`src/rtl/sign_magnitude_decoder_if.sv`:
```
// rtl/sign_magnitude_decoder_if.sv - start/busy/done handshake and operand/result bus
// Master requests conversions; slave is the decoder.
interface sign_magnitude_decoder_if #(
  parameter int WIDTH = 8
);
  logic             start;
  logic [WIDTH-1:0] IN;
  logic             busy;
  logic             done;
  logic             SIGN;
  logic [WIDTH-1:0] MAG;

  modport master (
    output start,
    output IN,
    input  busy,
    input  done,
    input  SIGN,
    input  MAG
  );

  modport slave (
    input  start,
    input  IN,
    output busy,
    output done,
    output SIGN,
    output MAG
  );
endinterface

```
`src/rtl/sign_magnitude_decoder.sv`:
```
// rtl/sign_magnitude_decoder.sv - bit-serial two's-complement to sign-magnitude converter
// Copies bits LSB-first up to and including the first 1, then inverts the rest when negative.
module sign_magnitude_decoder #(
  parameter int WIDTH = 8
) (
  input  logic                   clk,
  input  logic                   reset,
  sign_magnitude_decoder_if.slave bus
);

  localparam int CW = $clog2(WIDTH);

  typedef enum logic [1:0] {
    IDLE    = 2'd0,
    CONVERT = 2'd1,
    DONE    = 2'd2
  } state_t;

  state_t           state_q;
  logic [WIDTH-1:0] sr_q;
  logic [WIDTH-1:0] acc_q;
  logic [WIDTH-1:0] acc_d;
  logic [WIDTH-1:0] mag_q;
  logic [CW-1:0]    cnt_q;
  logic             seen_q;
  logic             seen_d;
  logic             neg_q;
  logic             sign_q;
  logic             busy_q;
  logic             done_q;
  logic             out_bit;
  logic             last_bit;

  always_comb begin
    out_bit  = sr_q[0] ^ (neg_q & seen_q);
    seen_d   = seen_q | sr_q[0];
    acc_d    = {out_bit, acc_q[WIDTH-1:1]};
    last_bit = (cnt_q == CW'(WIDTH - 1));
  end

  always_ff @(posedge clk or posedge reset) begin
    if (reset) begin
      state_q <= IDLE;
      sr_q    <= '0;
      acc_q   <= '0;
      mag_q   <= '0;
      cnt_q   <= '0;
      seen_q  <= 1'b0;
      neg_q   <= 1'b0;
      sign_q  <= 1'b0;
      busy_q  <= 1'b0;
      done_q  <= 1'b0;
    end else begin
      case (state_q)
        IDLE: begin
          done_q <= 1'b0;
          if (bus.start) begin
            sr_q    <= bus.IN;
            neg_q   <= bus.IN[WIDTH-1];
            cnt_q   <= '0;
            acc_q   <= '0;
            seen_q  <= 1'b0;
            busy_q  <= 1'b1;
            state_q <= CONVERT;
          end
        end
        CONVERT: begin
          sr_q   <= sr_q >> 1;
          seen_q <= seen_d;
          acc_q  <= acc_d;
          cnt_q  <= cnt_q + 1'b1;
          // Results publish only on the final bit so they stay stable during the next run.
          if (last_bit) begin
            mag_q   <= acc_d;
            sign_q  <= neg_q;
            busy_q  <= 1'b0;
            done_q  <= 1'b1;
            state_q <= DONE;
          end
        end
        DONE: begin
          done_q  <= 1'b0;
          state_q <= IDLE;
        end
        default: begin
          busy_q  <= 1'b0;
          done_q  <= 1'b0;
          state_q <= IDLE;
        end
      endcase
    end
  end

  assign bus.busy = busy_q;
  assign bus.done = done_q;
  assign bus.SIGN = sign_q;
  assign bus.MAG  = mag_q;

endmodule
```
`src/flat_wrapper.sv`:
```
// flat-port wrapper written by rule: the top's interface ports become plain ports
module sign_magnitude_decoder_flat 
#(
  parameter int WIDTH = 8
)
  (clk, reset, bus_start, bus_IN, bus_busy, bus_done, bus_SIGN, bus_MAG);
  sign_magnitude_decoder_if #(.WIDTH(WIDTH)) bus_i ();
  input  logic clk;
  input  logic reset;
  input wire logic [$bits(bus_i.start)-1:0] bus_start;
  input wire logic [$bits(bus_i.IN)-1:0] bus_IN;
  output wire logic [$bits(bus_i.busy)-1:0] bus_busy;
  output wire logic [$bits(bus_i.done)-1:0] bus_done;
  output wire logic [$bits(bus_i.SIGN)-1:0] bus_SIGN;
  output wire logic [$bits(bus_i.MAG)-1:0] bus_MAG;
  assign bus_i.start = bus_start;
  assign bus_i.IN = bus_IN;
  assign bus_busy = bus_i.busy;
  assign bus_done = bus_i.done;
  assign bus_SIGN = bus_i.SIGN;
  assign bus_MAG = bus_i.MAG;
  sign_magnitude_decoder #(.WIDTH(WIDTH)) u_core (.clk(clk), .reset(reset), .bus(bus_i));
endmodule
```
`config.mk`:
```
export PLATFORM = sky130hd
export DESIGN_NAME = sign_magnitude_decoder_flat
export DESIGN_NICKNAME = d
export VERILOG_FILES = /design/src/rtl/sign_magnitude_decoder_if.sv /design/src/rtl/sign_magnitude_decoder.sv /design/src/flat_wrapper.sv
export SDC_FILE = /design/constraint.sdc
export NUM_CORES = 1
export LEC_CHECK = 0
export ABC_AREA = 0
export CAP_MARGIN = 20
export CORE_MARGIN = 2
export CORE_UTILIZATION = 56
export DETAILED_ROUTE_END_ITERATION = 8
export GPL_TIMING_DRIVEN = 0
export PLACE_DENSITY = 0.83
export SYNTH_ARGS = -nofsm -noshare
export SYNTH_HDL_FRONTEND = slang
export SYNTH_SLANG_ARGS = --single-unit
```
`constraint.sdc`:
```
create_clock -name clk -period 3.4 [get_ports clk]
set_clock_uncertainty 0.15 [all_clocks]
set_input_delay 0.68 -clock clk [delete_from_list [all_inputs] [get_ports clk]]
set_output_delay 0.68 -clock clk [all_outputs]
set_load 0.02 [all_outputs]
```
==> results of run 1 <==
-- kinds of logic (layout without fill, tap and decap cells) --
kind of cell,count (synthesis),count (layout),share of synthesized area
AO/OA/AOI/OAI,32,32,0.1748
XOR/XNOR,1,1,0.006246
adder cells (fa/ha/maj),2,2,0.01784
buffers and inverters,14,44,0.05709
flip-flops,33,33,0.5888
multiplexers,9,9,0.09099
AND/OR/NAND/NOR,17,17,0.06424
-- registers in the layout, summed over array words and instances (netlist names), 2 cells and up --
name / count
u_core.bus.MAG: 8
u_core.cnt_q: 3
u_core.sr_q: 8
u_core.state_q: 2
u_core.acc_q: 7
-- how the worst max path moves through the flow --
stage                                startpoint                            end  slack (ps)  cells past startpoint
global placement                          reset    u_core.cnt_q[1]$_DFFE_PP0P_        1140                      2
CTS                 u_core.bus.busy$_DFFE_PP0P_                       bus_busy        1220                      1
finish              u_core.bus.busy$_DFFE_PP0P_                       bus_busy        1230                      1
floorplan           u_core.cnt_q[0]$_DFFE_PP0P_  u_core.bus.MAG[0]$_DFFE_PP0P_        1800                      5
detailed placement                    bus_start       u_core.neg_q$_DFFE_PP0P_        1280                      4
global route        u_core.bus.busy$_DFFE_PP0P_                       bus_busy        1180                      1
-- layout make-up --
| class | instances | area (um2) |
|---|---|---|
| buffer | 5 | 46.29 |
| clock buffer | 7 | 55.05 |
| clock inverter | 1 | 30.03 |
| fill | 185 | 669.4 |
| inverter | 9 | 33.78 |
| multi-input combinational | 61 | 496.7 |
| sequential | 33 | 825.8 |
| tap | 30 | 37.54 |
| timing repair buffer | 22 | 237.7 |
-- synth_stat cells --
master and count:
a21oi_1 3, buf_6 3, nand3b_4 1, o21ai_0 2, mux2_2 1, o22ai_1 5
nand2b_1 3, nand2_1 5, o21bai_2 1, a22oi_2 1, o221ai_1 1, inv_1 8
o22a_1 1, a22o_1 10, nor2b_1 1, o21ai_1 2, a2bb2oi_1 4, mux2_4 7
mux2_1 1, nor2_1 7, ha_1 2, buf_2 1, dfrtp_1 33, xor2_1 1
buf_4 1, a22oi_1 2, inv_2 1
-- metrics by stage --
stage | hold WS, ps | setup WS [ps] | area, um2
6_report | 342.2 | 1230 | 1763
5_1_grt | 356.9 | 1184 | 1763
4_1_cts | 340.0 | 1220 | 1763
3_5_place_dp | 324.3 | 1283 | 1678
3_3_place_gp | 313.3 | 1137 | 1650
2_1_floorplan | 301.3 | 1801 | 1403
-- power by group --
part           internal (mW)  switching, mW  leakage (nW)  total, mW
Combinational          0.385          0.321         0.408      0.705
Clock                  0.176          0.128        0.0455      0.304
Sequential             0.573          0.120         0.403      0.693
Total                   1.13          0.569         0.857       1.70
-- per-layer routing --
metal | share of wire | up-vias
li1 | - | 446
met1 | 0.44 | 476
met2 | 0.48 | 38
met3 | 0.061 | 13
met4 | 0.025 | 0
met5 | 0 | -
==> results.sh, run 1 <==
export IMPL_r2r_end="u_core.bus.MAG[1]$_DFFE_PP0P_"
export IMPL_num_antenna_cells=0
export IMPL_synthesis_area_mm2=0.001403
export IMPL_clock_sinks=33
export IMPL_wire_length_of_the_first_global_routing_pass_mm=4.008
export IMPL_grt_use_met2=0.3150
export IMPL_yosys_cell_types_count=27
export IMPL_cts_htree_levels=2
export IMPL_setup_repair_after_global_routing_missed_its_margin="no"
export IMPL_design_final_nets=150
export IMPL_peakVddDrop_v=0.0006453
export IMPL_yosysSeqAreaShare=0.5888
export IMPL_numPortBuffers=21
export IMPL_syn_num_nets=121
export IMPL_crit_required_ps=2570
export IMPL_globalRoute_totalOverflow=0
export IMPL_area_overhead_of_the_layout_relative_to_synthesis_pct=25.69
export IMPL_critPathArrivalTime_ps=1340
export IMPL_floorplan_die_width_um=54.05
export IMPL_cts_tree="built"
export IMPL_leakage_power_summed_over_all_cells_nw=0.8574
export IMPL_cts_root_buf="clkbuf_4"
export IMPL_hpwl_mm=1.792
export IMPL_floorplan_die_height_um=54.05
export IMPL_drc=0
export IMPL_pin_count_of_the_biggest_net_entering_global_routing=26
export IMPL_reg2reg_slack_ps=1690
export IMPL_path_cells="clkdlybuf4s50_1"
export IMPL_syn_area_per_cell_um2=12.99
export IMPL_timing_critical_path_to_type="output pin"
export IMPL_status="finished, final reports clean"
export IMPL_fp_dieArea_mm2=0.002921
export IMPL_layer_carrying_the_most_global_route_usage="met2"
export IMPL_synth_seq_cells=33
export IMPL_via_per_inst=5.792
export IMPL_globalplace_congestion=0.7895
export IMPL_groute_usage_overall=0.2028
export IMPL_post_route_period_util=0.6382
export IMPL_cp_buffers_inverters=1
export IMPL_power_density_mw_per_mm2=965.6
export IMPL_dpl_cell_count=160
export IMPL_coreArea_mm2=0.002432
export IMPL_stdcell_count=168
export IMPL_synth_warnings=0
export IMPL_synth_top_area_frac=0.5888
export IMPL_cp_top_family="buffers and inverters"
export IMPL_initialDrtViolationCount=23
export IMPL_worstPathMaxFanout=3
export IMPL_power_total_mw=1.702
export IMPL_synthDominantAreaCellType="dfrtp_1"
export IMPL_final_antenna_net_count=0
export IMPL_slowest_stage="clkdlybuf4s50_1"
export IMPL_worst_setup_path_type="flip-flop to output pin"
export IMPL_final_hold_violation_count=0
export IMPL_timing_rr_start="u_core.cnt_q[0]$_DFFE_PP0P_"
export IMPL_use_met1=0.2482
export IMPL_postLayoutCoreUtil=0.7248
export IMPL_global_route_usage_met3=0.07500
export IMPL_hold_ep="u_core.cnt_q[0]$_DFFE_PP0P_"
export IMPL_synthesis_instances=108
export IMPL_post_cts_resized=0
export IMPL_cts_repair_timing_setup_buffer_count=0
export IMPL_drive_gt1_frac=0.1812
export IMPL_drt_pass1_iter_count=4
export IMPL_worst_pin_slew_ps=426.0
export IMPL_period_needed_ps=2170
export IMPL_holdCritPathClass="flip-flop to flip-flop"
export IMPL_max_stage_delay_ps=620
export IMPL_min_from="u_core.cnt_q[0]$_DFFE_PP0P_"
export IMPL_most_common_layout_cells="33 x dfrtp_1, 21 x clkdlybuf4s50_1, 10 x a22o_1, 8 x inv_1"
export IMPL_max_clock_path_buffers=2
export IMPL_grt_antenna_before_repair=0
export IMPL_drt_wl_total_mm=2.488
export IMPL_cts_hold_buf=0
export IMPL_path_clk_slew_ps=100
export IMPL_cap_violations=0
export IMPL_floorplan_rows=18
export IMPL_cts_inserted_buffers=5
export IMPL_worstHoldPathCells=1
export IMPL_setup_violations=0
export IMPL_commonest_non_fill_non_tap_cell_in_the_layout="dfrtp_1"
export IMPL_starting_density=0.5766
export IMPL_crit_path_start_kind="flip-flop"
export IMPL_via_count=973
export IMPL_slew_violations=0
export IMPL_latest_clock_arrival_within_the_worst_skew_pair_ps=330
export IMPL_max_freq_ghz=0.4609
export IMPL_relSlewSlack=0.7157
export IMPL_io_pins=22
export IMPL_rr_worst_depth=5
export IMPL_ys_top_cells_by_area="dfrtp_1 59%, mux2_4 7.5%, a22o_1 6.2%, a2bb2oi_1 2.5%, buf_6 2.4%"
export IMPL_fin_setup_tns_ps=0
export IMPL_via_count_of_the_first_global_routing_pass=885
export IMPL_wire_per_inst_um=14.81
No activity file was read; power rests on OpenSTA's default activity.
==> run 2: changes to the inputs <==
--- a/config.mk
+++ b/config.mk
@@ -8,10 +8,10 @@
 export ABC_AREA = 0
 export CAP_MARGIN = 20
 export CORE_MARGIN = 2
-export CORE_UTILIZATION = 56
+export CORE_UTILIZATION = 52
 export DETAILED_ROUTE_END_ITERATION = 8
 export GPL_TIMING_DRIVEN = 0
-export PLACE_DENSITY = 0.83
+export PLACE_DENSITY = 0.78
 export SYNTH_ARGS = -nofsm -noshare
 export SYNTH_HDL_FRONTEND = slang
 export SYNTH_SLANG_ARGS = --single-unit
==> constraint.sdc (replaced) <==
create_clock -name clk -period 2.2 [get_ports clk]
set_clock_uncertainty 0.15 [all_clocks]
set_input_delay 0.44 -clock clk [delete_from_list [all_inputs] [get_ports clk]]
set_output_delay 0.44 -clock clk [all_outputs]
set_load 0.02 [all_outputs]
==> results.sh, run 2 (same netlist as run 1, synthesis figures left out) <==
export IMPL_power_density_mw_per_mm2=1457
export IMPL_cts_htree_levels=2
export IMPL_floorplan_die_width_um=55.94
export IMPL_via_count_of_the_first_global_routing_pass=959
export IMPL_max_freq_ghz=0.5269
export IMPL_p_sw_frac=0.3455
export IMPL_slew_violations=0
export IMPL_initialDrtViolationCount=18
export IMPL_via_per_inst=5.429
export IMPL_final_hold_violation_count=0
export IMPL_holdCritPathClass="input pin to asynchronous set/reset pin"
export IMPL_cp_buffers_inverters=1
export IMPL_wire_per_inst_um=15.51
export IMPL_coreArea_mm2=0.002522
export IMPL_timing_critical_path_to_type="output pin"
export IMPL_post_route_period_util=0.8627
export IMPL_relSlewSlack=0.5954
export IMPL_setup_violations=0
export IMPL_design_area_mm2=0.001748
export IMPL_globalRoute_totalOverflow=0
export IMPL_worst_setup_path_type="flip-flop to output pin"
export IMPL_crit_required_ps=1610
export IMPL_clockPowerShare=0.147
export IMPL_worst_pin_slew_ps=606.2
export IMPL_final_antenna_net_count=0
export IMPL_filler_cell_count=201
export IMPL_slowest_stage="clkdlybuf4s50_1"
export IMPL_wire_length_of_the_first_global_routing_pass_mm=4.519
export IMPL_numPortBuffers=21
export IMPL_globalplace_congestion=0.7515
export IMPL_floorplan_die_height_um=55.94
export IMPL_commonest_non_fill_non_tap_cell_in_the_layout="dfrtp_1"
export IMPL_cts_inserted_buffers=5
export IMPL_cts_hold_buf=0
export IMPL_peakVddDrop_v=0.0008810
export IMPL_hpwl_mm=1.930
export IMPL_drive_gt1_frac=0.1884
export IMPL_fin_setup_tns_ps=0
export IMPL_sequentialPowerShare=0.423
export IMPL_power_internal_mw=1.666
export IMPL_crit_path_start_kind="flip-flop"
export IMPL_place_area_mm2=0.001678
export IMPL_leakage_power_summed_over_all_cells_nw=0.8531
export IMPL_cap_violations=0
export IMPL_cts_repair_timing_setup_buffer_count=0
export IMPL_period_needed_ps=1898
export IMPL_post_cts_resized=0
export IMPL_num_antenna_cells=0
export IMPL_drt_pass1_iter_count=3
export IMPL_drc=0
export IMPL_path_cells="clkdlybuf4s50_1"
export IMPL_io_pins=22
export IMPL_latest_clock_arrival_within_the_worst_skew_pair_ps=320
export IMPL_worstPathMaxFanout=3
export IMPL_clock_sinks=33
export IMPL_critPathArrivalTime_ps=1310
export IMPL_design_final_nets=150
export IMPL_pin_count_of_the_biggest_net_entering_global_routing=21
export IMPL_via_count=912
export IMPL_most_common_layout_cells="33 x dfrtp_1, 21 x clkdlybuf4s50_1, 10 x a22o_1, 8 x inv_1"
export IMPL_status="finished, final reports clean"
export IMPL_setup_repair_after_global_routing_missed_its_margin="no"
export IMPL_floorplan_rows=18
export IMPL_power_switching_mw=0.8797
export IMPL_area_overhead_of_the_layout_relative_to_synthesis_pct=24.62
export IMPL_drt_wl_total_mm=2.605
export IMPL_cts_root_buf="clkbuf_4"
export IMPL_cts_tree="built"
export IMPL_path_clk_slew_ps=100
export IMPL_groute_usage_overall=0.1905
export IMPL_pwr_share_comb=0.430
export IMPL_cp_top_family="buffers and inverters"
export IMPL_starting_density=0.5561
export IMPL_grt_antenna_before_repair=0
export IMPL_fp_dieArea_mm2=0.003129
export IMPL_max_stage_delay_ps=610
export IMPL_max_clock_path_buffers=2
[run 2: cell count changes in the layout (fill, tap and decap cells not counted), sizes merged]
cell	delta
bufinv	-1
clkinv	+1
[run 2: layout make-up]
type                    instances  area [um2]  area share
flip-flops and latches         33       825.8      0.4724
clock buffers                   7       65.06     0.03722
clock inverters                 1       5.005    0.002863
plain buffers                   5       46.29     0.02649
inverters                       9       33.78     0.01933
repair buffers                 22       237.7      0.1360
multi-input cells              61       496.7      0.2842
well taps                      30       37.54     0.02147
[run 2: worst register-to-register path: stages (launching register included)]
cell and delay [ps]:
dfrtp_1 410, ha_1 210, ha_1 240, nand3b_4 110, buf_6 160, mux2_4 300
[run 2: worst paths after layout]
check | to | slack (ps) | cells after the start | start
max reg2reg | u_core.bus.MAG[5]$_DFFE_PP0P_ | 510 | 5 | u_core.cnt_q[0]$_DFFE_PP0P_
max in group asynchronous | u_core.bus.MAG[6]$_DFFE_PP0P_ | 1060 | 3 | reset
min | u_core.bus.MAG[0]$_DFFE_PP0P_ | 320 | 2 | reset
min reg2reg | u_core.cnt_q[0]$_DFFE_PP0P_ | 360 | 1 | u_core.cnt_q[0]$_DFFE_PP0P_
max | bus_busy | 300 | 1 | u_core.bus.busy$_DFFE_PP0P_
min in group clk | u_core.cnt_q[0]$_DFFE_PP0P_ | 360 | 1 | u_core.cnt_q[0]$_DFFE_PP0P_
[run 2: power groups by stage]
stage	combinational [mW]	sequential [mW]	clock, mW
5_1_grt	1.19	1.11	0.417
3_5_place_dp	1.10	1.09	0
6_report	1.09	1.08	0.375
4_1_cts	1.11	1.08	0.384
2_1_floorplan	0.649	1.15	0
3_3_place_gp	1.05	1.06	0
[run 2: routing by layer]
layer	up-vias	routed length, um	global-route usage
met5	-	0	0
met4	0	21	0.07143
met3	5	87	0.04419
met2	18	1292	0.3061
met1	448	1203	0.2527
li1	441	-	-
[run 2: through the flow]
stage               hold WS (ps)  total power, mW    util  std cells  setup WS (ps)
finish                     321.0            2.546  0.6930        168          302.0
global placement           319.9            2.113  0.6543        159          178.0
CTS                        328.7            2.569  0.6930        168          276.0
global route               358.7            2.720  0.6930        168          237.7
floorplan                  301.3            1.802       -        108          601.0
detailed placement         342.3            2.192  0.6652        160          265.5
